`src/rtl/spi_sclk_gen_if.sv`:
```
// Control and strobe bundle between the SPI controller (master) and the
// serial-clock generator (slave).
interface spi_sclk_gen_if #(
   parameter int DIV_W = 3
);
   logic [DIV_W-1:0] divider;
   logic             cpol;
   logic             cs;
   logic             sclk;
   logic             sclk_pe;
   logic             sclk_ne;

   modport master (
      output divider, cpol, cs,
      input  sclk, sclk_pe, sclk_ne
   );

   modport slave (
      input  divider, cpol, cs,
      output sclk, sclk_pe, sclk_ne
   );
endinterface

```
`src/rtl/spi_sclk_gen.sv`:
```
// SPI serial-clock generator: power-of-two divider gated by active-low chip
// select, idle level set by CPOL, with one-cycle rising/falling edge strobes.

module spi_edge_rise_det (
   input  logic clk,
   input  logic rst,
   input  logic rst_val_i,
   input  logic sig_i,
   output logic pulse_o
);
   logic sig_q;

   // NOTE: sequential state uses non-blocking assignments so every register
   // samples pre-edge values regardless of process ordering.
   always_ff @(posedge clk) begin
      if (rst) sig_q <= rst_val_i;
      else     sig_q <= sig_i;
   end

   assign pulse_o = sig_i & ~sig_q;
endmodule

module spi_edge_fall_det (
   input  logic clk,
   input  logic rst,
   input  logic rst_val_i,
   input  logic sig_i,
   output logic pulse_o
);
   logic sig_q;

   always_ff @(posedge clk) begin
      if (rst) sig_q <= rst_val_i;
      else     sig_q <= sig_i;
   end

   assign pulse_o = ~sig_i & sig_q;
endmodule

module spi_sclk_core #(
   parameter int DIV_W = 3,
   parameter int CNT_W = 8
) (
   input  logic             clk,
   input  logic             rst,
   input  logic [DIV_W-1:0] divider_i,
   input  logic             cpol_i,
   input  logic             cs_i,
   output logic             sclk_o
);
   logic [CNT_W-1:0] cnt_q, cnt_d;
   logic [CNT_W-1:0] half_m1;
   logic             sclk_q, sclk_d;

   assign half_m1 = (CNT_W'(1) << divider_i) - CNT_W'(1);

   // NOTE: every output of this block gets a default first, so no path can
   // leave a variable unassigned and infer a latch.
   always_comb begin
      cnt_d  = '0;
      sclk_d = cpol_i;
      // Only a clean 0 runs the clock; 1, X or Z all fall through to idle.
      if (cs_i == 1'b0) begin
         if (cnt_q >= half_m1) begin
            sclk_d = ~sclk_q;
         end else begin
            sclk_d = sclk_q;
            cnt_d  = cnt_q + CNT_W'(1);
         end
      end
   end

   always_ff @(posedge clk) begin
      if (rst) begin
         cnt_q  <= '0;
         sclk_q <= cpol_i;
      end else begin
         cnt_q  <= cnt_d;
         sclk_q <= sclk_d;
      end
   end

   assign sclk_o = sclk_q;
endmodule

module spi_sclk_gen #(
   parameter int DIV_W = 3,
   parameter int CNT_W = 8
) (
   input  logic           clk,
   input  logic           rst,
   spi_sclk_gen_if.slave  bus_if
);
   logic sclk_w;
   logic pe_w;
   logic ne_w;

   spi_sclk_core #(
      .DIV_W (DIV_W),
      .CNT_W (CNT_W)
   ) u_core (
      .clk       (clk),
      .rst       (rst),
      .divider_i (bus_if.divider),
      .cpol_i    (bus_if.cpol),
      .cs_i      (bus_if.cs),
      .sclk_o    (sclk_w)
   );

   // Detectors reset to cpol so a reset-forced return to idle makes no strobe.
   spi_edge_rise_det u_rise (
      .clk       (clk),
      .rst       (rst),
      .rst_val_i (bus_if.cpol),
      .sig_i     (sclk_w),
      .pulse_o   (pe_w)
   );

   spi_edge_fall_det u_fall (
      .clk       (clk),
      .rst       (rst),
      .rst_val_i (bus_if.cpol),
      .sig_i     (sclk_w),
      .pulse_o   (ne_w)
   );

   assign bus_if.sclk    = sclk_w;
   assign bus_if.sclk_pe = pe_w;
   assign bus_if.sclk_ne = ne_w;
endmodule

```
`src/flat_wrapper.sv`:
```
// flat-port wrapper written by rule: the top's interface ports become plain ports
module spi_sclk_gen_flat 
#(
   parameter int DIV_W = 3,
   parameter int CNT_W = 8
)
  (clk, rst, bus_if_divider, bus_if_cpol, bus_if_cs, bus_if_sclk, bus_if_sclk_pe, bus_if_sclk_ne);
  spi_sclk_gen_if #(.DIV_W(DIV_W)) bus_if_i ();
  input  logic clk;
  input  logic rst;
  input wire logic [$bits(bus_if_i.divider)-1:0] bus_if_divider;
  input wire logic [$bits(bus_if_i.cpol)-1:0] bus_if_cpol;
  input wire logic [$bits(bus_if_i.cs)-1:0] bus_if_cs;
  output wire logic [$bits(bus_if_i.sclk)-1:0] bus_if_sclk;
  output wire logic [$bits(bus_if_i.sclk_pe)-1:0] bus_if_sclk_pe;
  output wire logic [$bits(bus_if_i.sclk_ne)-1:0] bus_if_sclk_ne;
  assign bus_if_i.divider = bus_if_divider;
  assign bus_if_i.cpol = bus_if_cpol;
  assign bus_if_i.cs = bus_if_cs;
  assign bus_if_sclk = bus_if_i.sclk;
  assign bus_if_sclk_pe = bus_if_i.sclk_pe;
  assign bus_if_sclk_ne = bus_if_i.sclk_ne;
  spi_sclk_gen #(.DIV_W(DIV_W), .CNT_W(CNT_W)) u_core (.clk(clk), .rst(rst), .bus_if(bus_if_i));
endmodule
```
`config.mk`:
```
export PLATFORM = sky130hd
export DESIGN_NAME = spi_sclk_gen_flat
export DESIGN_NICKNAME = d
export VERILOG_FILES = /design/src/rtl/spi_sclk_gen_if.sv /design/src/rtl/spi_sclk_gen.sv /design/src/flat_wrapper.sv
export SDC_FILE = /design/constraint.sdc
export NUM_CORES = 1
export LEC_CHECK = 0
export ABC_AREA = 0
export ABC_CLOCK_PERIOD_IN_PS = 1800
export CORE_ASPECT_RATIO = 1.25
export CORE_UTILIZATION = 41
export DETAILED_ROUTE_END_ITERATION = 10
export PLACE_DENSITY = 0.65
export SYNTH_ARGS = -nofsm -noshare
export SYNTH_HDL_FRONTEND = slang
export SYNTH_SLANG_ARGS = --single-unit
export TNS_END_PERCENT = 5
```
`constraint.sdc`:
```
create_clock -name clk -period 1.8 [get_ports clk]
set_input_delay 0.18 -clock clk [delete_from_list [all_inputs] [get_ports clk]]
set_output_delay 0.18 -clock clk [all_outputs]
set_load 0.02 [all_outputs]
```
After elaboration in Yosys (flattened, before gate mapping)
Index checks and enable logic that the tools add are counted.
{ "totals": {"output_inout_bits": 3, "input_bits": 7, "regBits": 10, "word_cells": 17} }
{ "classes": {"n_shift": 1, "addsub": 2, "bitwise_logic": 4, "magnitude_cmp": 1, "muxes": 4, "reduce_logical": 2} }
{ "ops": {"columns": ["cell", "count"], "rows": [
  ["$add 8x1->8 const B", 1],
  ["$ge 8x8->1", 1],
  ["$shl 1x3->8 const A", 1],
  ["$sub 8x2->8 const B", 1],
  ["$mux 1", 4],
  ["$reduce_bool 3->1", 1],
  ["$reduce_or 3->1", 1],
  ["$and 1x1->1", 2],
  ["$not 1->1", 2]
]} }

Depth between registers and ports, before layout
Gate-level depths: netlist of the first run.
{ "depth": {"word_depth": 6, "mapped_depth": 6, "depth_no_buf": 6} }

Modules after synthesis
Synthesis of the first run repeated with hierarchy kept, for this count alone.
{ "unflattened": {"cells_unflattened": 74, "area_unflattened_um2": 710.7} }
{ "by_module_without_submodules": {"columns": ["mod", "seq_area_each_um2", "cells_per_inst", "area_per_inst_um2", "n_inst"], "rows": [
  ["spi_sclk_core", 190.2, 68, 628.1, 1],
  ["spi_edge_fall_det", 20.0, 3, 41.3, 1],
  ["spi_edge_rise_det", 20.0, 3, 41.3, 1]
]} }

Worst setup path after synthesis of the first run
No wires, ideal clock.
{ "synth_timing": {"path_kind": "input-to-reg", "startpoint": "input bus_if_divider[0]", "endpoint": "register u_core.u_core.sclk_q (netlist: u_core.u_core.sclk_o), enable pin", "path_buffers": 0, "path_stages": 6, "slack_ns": 0.050, "required_time_ns": 1.507, "setup_time_ns": 0.293, "t_arrival_ns": 1.457, "path_cell_list": "or3_1 ha_1 and3_1 o21ai_2 a31oi_4 nand2b_1"} }
{ "synth_between": {"elab_chain_len": 4} }
{ "synth_rtl": {"columns": ["element", "line_no", "text"], "rows": [
  ["start, declared", "flat_wrapper.sv:11", "input wire logic [$bits(bus_if_i.divider)-1:0] bus_if_divider;"],
  ["$shl 1x3->8", "spi_sclk_gen.sv:55", "assign half_m1 = (CNT_W'(1) << divider_i) - CNT_W'(1);"],
  ["$sub 8x2->8", "spi_sclk_gen.sv:55", null],
  ["$ge 8x8->1", "spi_sclk_gen.sv:64", "if (cnt_q >= half_m1) begin"],
  ["$reduce_bool 3->1 (no source line)", null, null],
  ["end signal, assigned", "spi_sclk_gen.sv:76", "sclk_q <= cpol_i;"],
  ["end signal, assigned", "spi_sclk_gen.sv:79", "sclk_q <= sclk_d;"],
  ["end, declared", "spi_sclk_gen.sv:53", "logic sclk_q, sclk_d;"]
]} }
Every way passes these cells.
A chain may end at the register's enable or synchronous reset.

Final worst setup path of the first run
Ends and elaborated chain as after synthesis.

==> out/results.ini, run 1 <==
[outcome]
status=finished clean

[sta]
hold_viol=0
rsz0062_at_grt=no
fin_skew_ps=3.31
finalSetupViolations=0
final.period_utilization=0.905
timing.fmax_mhz=614
maxSlewViolCount=0
period_minus_slack_ps=1630

[global_routing]
use_met1=0.188
grt_max_degree=9
grt_usage=0.154
antenna_found_initial=0
grt.overflow.total=0
use_met3=0.0569
top_usage_layer=met2
grtUsageMet2=0.254
grt_pass1_wl_um=1900
grt_pass1_vias=469

[yosys]
syn_inst=71
ys_ff_latch=10
synth_nets=87
syn_avg_cell_area_um2=9.43
synthSimpleGateAreaFrac=0.275
synth_xor_area_frac=0.0785
synthMuxAreaShare=0.0168
syn-cell-area_um2=669
ys.warnings.count=0
seq_area_frac_synth=0.314
synth_top_family_by_area=simple AND/OR/NAND/NOR gates
synth_cell_types=26
synth_compound_area_frac=0.120
synthAdderAreaFrac=0.168

[setup_path]
crit_family=simple AND/OR/NAND/NOR gates
path_cells=dlygate4sd2_1 -> or3_4 -> ha_1 -> nor2b_1 -> o211ai_2 -> a31oi_4 -> nand2b_4
critPathBufInv=1
arrival_ps=1620
crit_required_ps=1790
cp-start-kind=input port
slowest_delay_ps=370
endpoint_kind=flop
crit_type=in2reg
crit_slowest_cell=or3_4
crit_fanout=4

[floorplanning]
ios=10
core-area_um2=1450
die_area_um2=1800
die_height_um=47.2
die_w_um=38.1
initial_core_util=0.463
rows=15

[clock_tree]
hold_buffers=0
clock_path_buffers=2
clk_pin_slew_worst_paths_ps=60
clkLatencyLatePin_ps=260
cts_max_level=1
post_cts_buffers=0
cts-root-buf=clkbuf_4
cts_buffers=3
cts_tree=yes
cts.sinks=10

[cells_and_area]
num_antenna_cells=0
layout_common_cells=ha_1 (9), dfxtp_1 (9), nand2_1 (7)
n_fill_cell=126
area_growth_pct=31.2
fin_util=0.608
nets=106
drive_gt1_frac=0.225

[placed_design]
dp_hpwl_um=953
io_buffers=9
gp_congestion=0.750

[detailed_routing]
wl_per_cell_um=10.8
post-route-drc-count=0
antenna_left=0
drt-pass1-iter-count=3
vias=521
wl_um=1150
initialDrtViolationCount=5
via_per_inst=4.92

[power]
ir_drop_v=0.000558
finalPower_uw=523
p_leak_nw=0.371
power_density_nw_per_um2=596

[worst_hold_path]
min_path_type=reg2reg

[run]
maxCapViolations=0

## cell families after synthesis
group / Yosys count
mux: 1
other cells: 1
simple gates: 31
compound gates: 9
flops: 10
xor+xnor: 6
buf+inv: 4
fa+ha+maj: 9
## final timing paths
path	start	endpoint	slack, ps	cells after the start
setup / recovery	bus_if_divider[0]	u_core.u_core.sclk_o	170	7
hold reg to reg	u_core.u_core.cnt_q[0]	u_core.u_core.cnt_q[0]	530	1
setup reg to reg	u_core.u_core.cnt_q[0]	u_core.u_core.sclk_o	260	6
hold / removal	u_core.u_core.cnt_q[0]	u_core.u_core.cnt_q[0]	530	1
## cell usage after synthesis
master	number	area share
a21oi_1	2	0.015
nand2b_1	1	0.0094
a31oi_4	1	0.032
dfxtp_1	9	0.27
and3_1	1	0.0094
o21ai_0	2	0.015
inv_1	4	0.022
edfxtp_1	1	0.045
o31ai_1	1	0.011
nor3_1	1	0.0075
nand2_1	7	0.039
conb_1	1	0.0056
o211a_1	1	0.015
o21ai_2	1	0.013
xnor2_1	3	0.039
o211ai_2	1	0.019
mux2_2	1	0.017
nor2_1	6	0.034
ha_1	9	0.17
nand4_1	3	0.028
or3_1	1	0.0094
and4_1	1	0.013
nor3b_2	4	0.075
xor2_1	3	0.039
nand3_1	3	0.022
nor2b_1	3	0.028
## metrics by stage
step	area [um2]	std cells	TNS [ps]	setup WS [ps]	hold slack [ps]
6_report	878	106	0	171	530
3_3_place_gp	818	102	-2410	-303	529
5_1_grt	878	106	0	88.5	558
3_5_place_dp	818	102	-2730	-347	530
2_1_floorplan	669	71	0	49.6	326
4_1_cts	863	106	0	13.6	535
## final cells by class
type | instances | area (um2) | share of cell area
multi-input cells | 57 | 464 | 0.528
well taps | 17 | 21.3 | 0.0242
clock buffers | 4 | 36.3 | 0.0413
repair buffers | 14 | 131 | 0.150
inverters | 4 | 15.0 | 0.0171
flip-flops and latches | 10 | 210 | 0.239
## repair_timing
action	CTS	global route
setup endpoints to repair	5	9
gates cloned	0	0
gates resized for setup	4	4
pin swaps	6	1
## state kept, by name, indices dropped and copies added (netlist names)
register	cells
u_core.u_core.cnt_q	8
u_core.u_core.sclk_o	1
u_core.u_rise.sig_q	1
## worst register-to-register path: cells and delay by family (launching register included)
family,cells,cell delay [ps]
buf+inv,1,70
compound gates,2,290
flops,1,420
fa+ha+maj,1,180
simple gates,2,290
## where the power goes
part,switching [mW],internal (mW)
Sequential,0.00657,0.232
Combinational,0.0397,0.0487
Clock,0.0734,0.123
## metal layers
layer / up-vias / part of all wire
met2: 9 / 0.47
met3: 2 / 0.034
li1: 289 / -
met1: 221 / 0.49
met5: - / 0
met4: 0 / 0.0035
Note: power is estimated with default switching activity, not from simulation.
==> run 2: changes to the inputs <==
Settings changed: RECOVER_POWER set to 25.
==> run 2 against run 1 <==
Setup slack did not move; sequential cell count is the same; clock power hardly changed; hold slack unchanged; first-iteration DRC count stayed put; via count is 0.19% higher; critical path type unchanged.
==> out/results.ini, run 2 (synthesis gave the netlist of run 1 again) <==
[power]
combPwrFrac=0.167  ; -0.002
netSwitchingFraction=0.229  ; +0.000283
p_leak_nw=0.371  ; +0.20%
p_switching_uw=119  ; -0.14%
finalPower_uw=522  ; -0.27%
pwr-share-clk=0.376  ; about the same
power_density_nw_per_um2=594  ; -0.27%
p_int_uw=403  ; -0.30%
p_seq_frac=0.457  ; about the same
ir_drop_v=0.000557  ; -0.20%

[detailed_routing]
drt-pass1-iter-count=3  ; unchanged
initialDrtViolationCount=5  ; unchanged
via_per_inst=4.92  ; +0.19%
antenna_left=0  ; unchanged
post-route-drc-count=0  ; unchanged
wl_um=1150  ; +0.35%
vias=522  ; +0.19%
wl_per_cell_um=10.9  ; +0.35%

[setup_path]
crit_required_ps=1790  ; about the same
arrival_ps=1620  ; about the same
crit_slowest_cell=or3_4
r2r_slack_ps=260  ; about the same
path_cells=dlygate4sd2_1 -> or3_4 -> ha_1 -> nor2b_1 -> o211ai_2 -> a31oi_4 -> nand2b_4
slowest_delay_ps=370  ; about the same
cp.depth=7  ; unchanged
critPathBufInv=1  ; unchanged
crit_fanout=4  ; unchanged
crit_type=in2reg
crit_family=simple AND/OR/NAND/NOR gates
endpoint_kind=flop
cp-start-kind=input port
reg2reg_depth=6  ; unchanged

[sta]
timing.fmax_mhz=614  ; unchanged
finalSetupViolations=0  ; unchanged
hold_viol=0  ; unchanged
fin_skew_ps=3.31  ; unchanged
final.period_utilization=0.905  ; unchanged
period_minus_slack_ps=1630  ; unchanged
maxSlewViolCount=0  ; unchanged
rsz0062_at_grt=no

[clock_tree]
clock_path_buffers=2  ; unchanged
cts_max_level=1  ; unchanged
hold_buffers=0  ; unchanged
cts_tree=yes
cts_buffers=3  ; unchanged
clk_pin_slew_worst_paths_ps=60  ; about the same
clkLatencyLatePin_ps=260  ; about the same
cts.sinks=10  ; unchanged
cts-root-buf=clkbuf_4

[placed_design]
gp_congestion=0.750  ; unchanged
dp_hpwl_um=953  ; unchanged
io_buffers=9  ; unchanged

[global_routing]
grt_pass1_wl_um=1900  ; unchanged
grt.overflow.total=0  ; unchanged
grt_usage=0.154  ; unchanged
antenna_found_initial=0  ; unchanged
grt_pass1_vias=469  ; unchanged
grt_max_degree=9  ; unchanged

[floorplanning]
ios=10  ; unchanged
die_height_um=47.2  ; unchanged
die_w_um=38.1  ; unchanged
rows=15  ; unchanged
core-area_um2=1450  ; unchanged
die_area_um2=1800  ; unchanged
initial_core_util=0.463  ; unchanged

[cells_and_area]
drive_gt1_frac=0.225  ; unchanged
num_antenna_cells=0  ; unchanged
area_growth_pct=31.2  ; unchanged
n_fill_cell=126  ; unchanged
regMostFlops=u_core.u_core.cnt_q
nets=106  ; unchanged
layout_common_cells=ha_1 (9), dfxtp_1 (9), nand2_1 (7)
fin_util=0.608  ; unchanged
largest_register_ffs=8  ; unchanged

[outcome]
status=finished clean

[run]
maxCapViolations=0  ; unchanged

[worst_hold_path]
min_path_type=reg2reg
holdPathStages=1  ; unchanged

-- run 2: worst paths after layout --
path / to / startpoint
worst max register to register: u_core.u_core.sclk_o / u_core.u_core.cnt_q[0]
worst min-delay path: u_core.u_core.cnt_q[0] / u_core.u_core.cnt_q[0]
worst max-delay path: u_core.u_core.sclk_o / bus_if_divider[0]
worst min register to register: u_core.u_core.cnt_q[0] / u_core.u_core.cnt_q[0]
-- run 2: cell type report --
type                       count  area [um2]  share of cell area
clock buffer                   4        36.3              0.0413
tap                           17        21.3              0.0242
inverter                       4        15.0              0.0171
sequential                    10         210               0.239
multi-input combinational     57         464               0.528
timing repair buffer          14         131               0.150
-- run 2: metrics by stage --
stage	instance area (um2)	setup TNS [ps]	hold slack, ps	worst slack [ps]	instances
finish	878	0	530	171	106
global route	878	0	558	92.2	106
CTS	863	0	535	13.6	106
detailed placement	818	-2730	530	-347	102
global placement	818	-2410	529	-303	102
floorplan	669	0	326	49.6	71
-- run 2: metal layers --
layer  up-vias  global-route usage  routed length (um)
li1        289                   -                   -
met1       222               0.188                 564
met2         9               0.254                 543
met3         2              0.0569                  39
met4         0              0.0429                   4
met5         -                   0                   0
-- run 2: worst reg2reg max path, cell delays in order (launching register included) --
cell and delay [ps]:
dfxtp_1 420, inv_1 70, ha_1 180, nor2b_1 150, o211ai_2 110, a31oi_4 180
nand2b_4 140
-- run 2: power groups by stage --
stage	Clock (mW)	Sequential (mW)	Combinational (mW)
after CTS	0.206	0.239	0.0873
after global placement	0	0.244	0.0848
final	0.196	0.239	0.0872
after global routing	0.218	0.240	0.0963
after detailed placement	0	0.244	0.0870
after floorplan	0	0.245	0.0397
-- run 2: what timing repair did --
action                                  4_1_cts  5_1_grt
buffers inserted                              0        0
resized for setup                             4        4
endpoints found under the setup margin        5        9
pin swaps                                     6        1
==> run 3: changes to the inputs <==
Settings changed: CORE_ASPECT_RATIO 1.25 to not set, CORE_MARGIN set to 3.
==> run 3 against run 2 <==
Sequential share of layout area decreased by 1.1 points; critical path depth down 5; first-iteration DRC count is 80% lower; power is 2.3% higher; sequential cell count unchanged; clock skew is 4.3 ps higher; largest cell class unchanged; utilization rose by 4.3 points; non-clock buffer count grew 4; global-route usage down 1.1 points.
==> out/results.ini, run 3 (synthesis gave the netlist of run 1 again) <==
[outcome]
status=finished clean

[floorplanning]
die_height_um=46.4  ; -1.6%
die_w_um=46.4  ; +22%
ios=10  ; unchanged
core-area_um2=1420  ; -2.1%
rows=13  ; -2
initial_core_util=0.473  ; +0.00983
die_area_um2=2150  ; +20%

[cells_and_area]
final_cell_area_um2=921  ; +4.8%
layout_common_cells=ha_1 (9), dfxtp_1 (9), buf_4 (8)
area_growth_pct=37.6
largest_register_ffs=8  ; unchanged
drive_gt1_frac=0.269  ; +0.0441
nets=110  ; +3.8%
layout.cells.non_filler=108  ; +1.9%
n_fill_cell=109  ; -13%
num_antenna_cells=0  ; unchanged
regMostFlops=u_core.u_core.cnt_q
fin_util=0.651  ; +0.0430

[global_routing]
grt_pass1_wl_um=2030  ; +6.5%
grt_pass1_vias=495  ; +5.5%
grt_max_degree=9  ; unchanged
grt_usage=0.143  ; -0.0110
antenna_found_initial=0  ; unchanged
grt.overflow.total=0  ; unchanged

[clock_tree]
cts_tree=yes
cts_buffers=3  ; unchanged
clk_pin_slew_worst_paths_ps=70  ; about the same
hold_buffers=0  ; unchanged
cts_max_level=1  ; unchanged
clock_path_buffers=2  ; unchanged
cts.sinks=10  ; unchanged
clkLatencyLatePin_ps=270  ; about the same
cts-root-buf=clkbuf_4

[setup_path]
cp-start-kind=flop
r2r_slack_ps=290  ; +30 ps
critPathLaunch=u_core.u_core.sclk_o
crit_type=reg2out
timing.rr.start=u_core.u_core.cnt_q[6]
crit_slowest_cell=clkdlybuf4s50_1
rr_endpoint=u_core.u_core.cnt_q[3]
reg2reg_depth=6  ; unchanged
path_cells=nor2b_1 -> clkdlybuf4s50_1
crit_required_ps=1620  ; -170 ps
crit_fanout=5  ; +1
slowest_delay_ps=620  ; +250 ps
arrival_ps=1460  ; -160 ps
endpoint=bus_if_sclk_ne
endpoint_kind=output port

[detailed_routing]
antenna_left=0  ; unchanged
wl_per_cell_um=12.5  ; +15%
post-route-drc-count=0  ; unchanged
vias=565  ; +8.2%
drt-pass1-iter-count=2  ; -1
via_per_inst=5.23  ; +6.2%
wl_um=1350  ; +17%
initialDrtViolationCount=1  ; -4

[placed_design]
dp_hpwl_um=1050  ; +11%
io_buffers=9  ; unchanged
place_area_um2=838  ; +2.4%
dp_cells=103  ; +0.98%
gp_congestion=0.704  ; -6.1%

[sta]
period_minus_slack_ps=1640  ; +14.6 ps
final.period_utilization=0.913  ; +0.00811
hold_viol=0  ; unchanged
timing.fmax_mhz=608  ; -0.89%
fin_skew_ps=7.56  ; +4.25 ps
finalSetupViolations=0  ; unchanged
rsz0062_at_grt=no
holdWs_ps=551  ; +21.4 ps
maxSlewViolCount=0  ; unchanged

[worst_hold_path]
holdPathStages=2  ; +1
min_path_type=in2reg

[power]
finalPower_uw=534  ; +2.3%
ir_drop_v=0.000434  ; -22%
p_leak_nw=0.411  ; +11%
power_density_nw_per_um2=580  ; -2.4%

[run]
maxCapViolations=0  ; unchanged

run 3: changes by cell type in the layout (fill, tap and decap cells not counted):
| cell | previous run | this run |
|---|---|---|
| a21oi_1 | 2 | 0 |
| a21oi_2 | 0 | 2 |
| and3_1 | 1 | 0 |
| and3_4 | 0 | 1 |
| buf_4 | 4 | 8 |
| dlygate4sd2_1 | 2 | 0 |
| dlymetal6s2s_1 | 1 | 3 |
| o211a_1 | 0 | 1 |
| o211a_4 | 1 | 0 |
| o21ai_2 | 1 | 0 |
| o21ai_4 | 0 | 1 |
| or3_1 | 0 | 1 |
| or3_4 | 1 | 0 |
run 3: critical path, delay by kind of cell, from the launching register on:
family / cells / cell delay (ps)
simple gates: 1 / 140
flops: 1 / 430
buf+inv: 1 / 620
run 3: area by class of cell:
| cell class | count | area [um2] | area share |
|---|---|---|---|
| Multi-Input combinational cell | 57 | 472 | 0.512 |
| Inverter | 4 | 15.0 | 0.0163 |
| Sequential cell | 10 | 210 | 0.228 |
| Tap cell | 15 | 18.8 | 0.0204 |
| Timing Repair Buffer | 18 | 169 | 0.183 |
| Clock buffer | 4 | 36.3 | 0.0394 |
run 3: per-layer routing:
layer / GRT usage / routed length (um) / up-vias
met4: 0.102 / 55 / 0
met1: 0.153 / 593 / 253
met2: 0.223 / 625 / 12
met5: 0 / 0 / -
li1: - / - / 293
met3: 0.0625 / 73 / 7
run 3: where the power goes:
group	internal (mW)	leakage [nW]	total, mW	switching (mW)
Combinational	0.0537	0.306	0.0985	0.0448
Clock	0.123	0.0210	0.198	0.0754
Sequential	0.232	0.0835	0.237	0.00513
Total	0.409	0.411	0.534	0.125
run 3: worst min-delay path by stage:
stage,from,slack [ps],end
2_1_floorplan,bus_if_cpol,330,u_core.u_rise.sig_q
3_3_place_gp,u_core.u_core.cnt_q[0],560,u_core.u_core.cnt_q[0]
3_5_place_dp,u_core.u_core.cnt_q[0],560,u_core.u_core.cnt_q[0]
4_1_cts,bus_if_cpol,550,u_core.u_rise.sig_q
5_1_grt,bus_if_cpol,540,u_core.u_rise.sig_q
6_report,bus_if_cpol,550,u_core.u_rise.sig_q
run 3: timing repair:
item | CTS | global route
cloned | 0 | 0
setup endpoints to repair | 1 | 8
pin swaps | 0 | 7
resized for setup | 1 | 8
setup buffers | 0 | 1
endpoints found under the hold margin | 0 | 0
run 3: metrics by stage:
stage / TNS [ps] / setup WS [ps]
finish: 0 / 157
global placement: -2020 / -266
floorplan: 0 / 49.6
global route: 0 / 91.8
CTS: 0 / 2.40
detailed placement: -2220 / -279
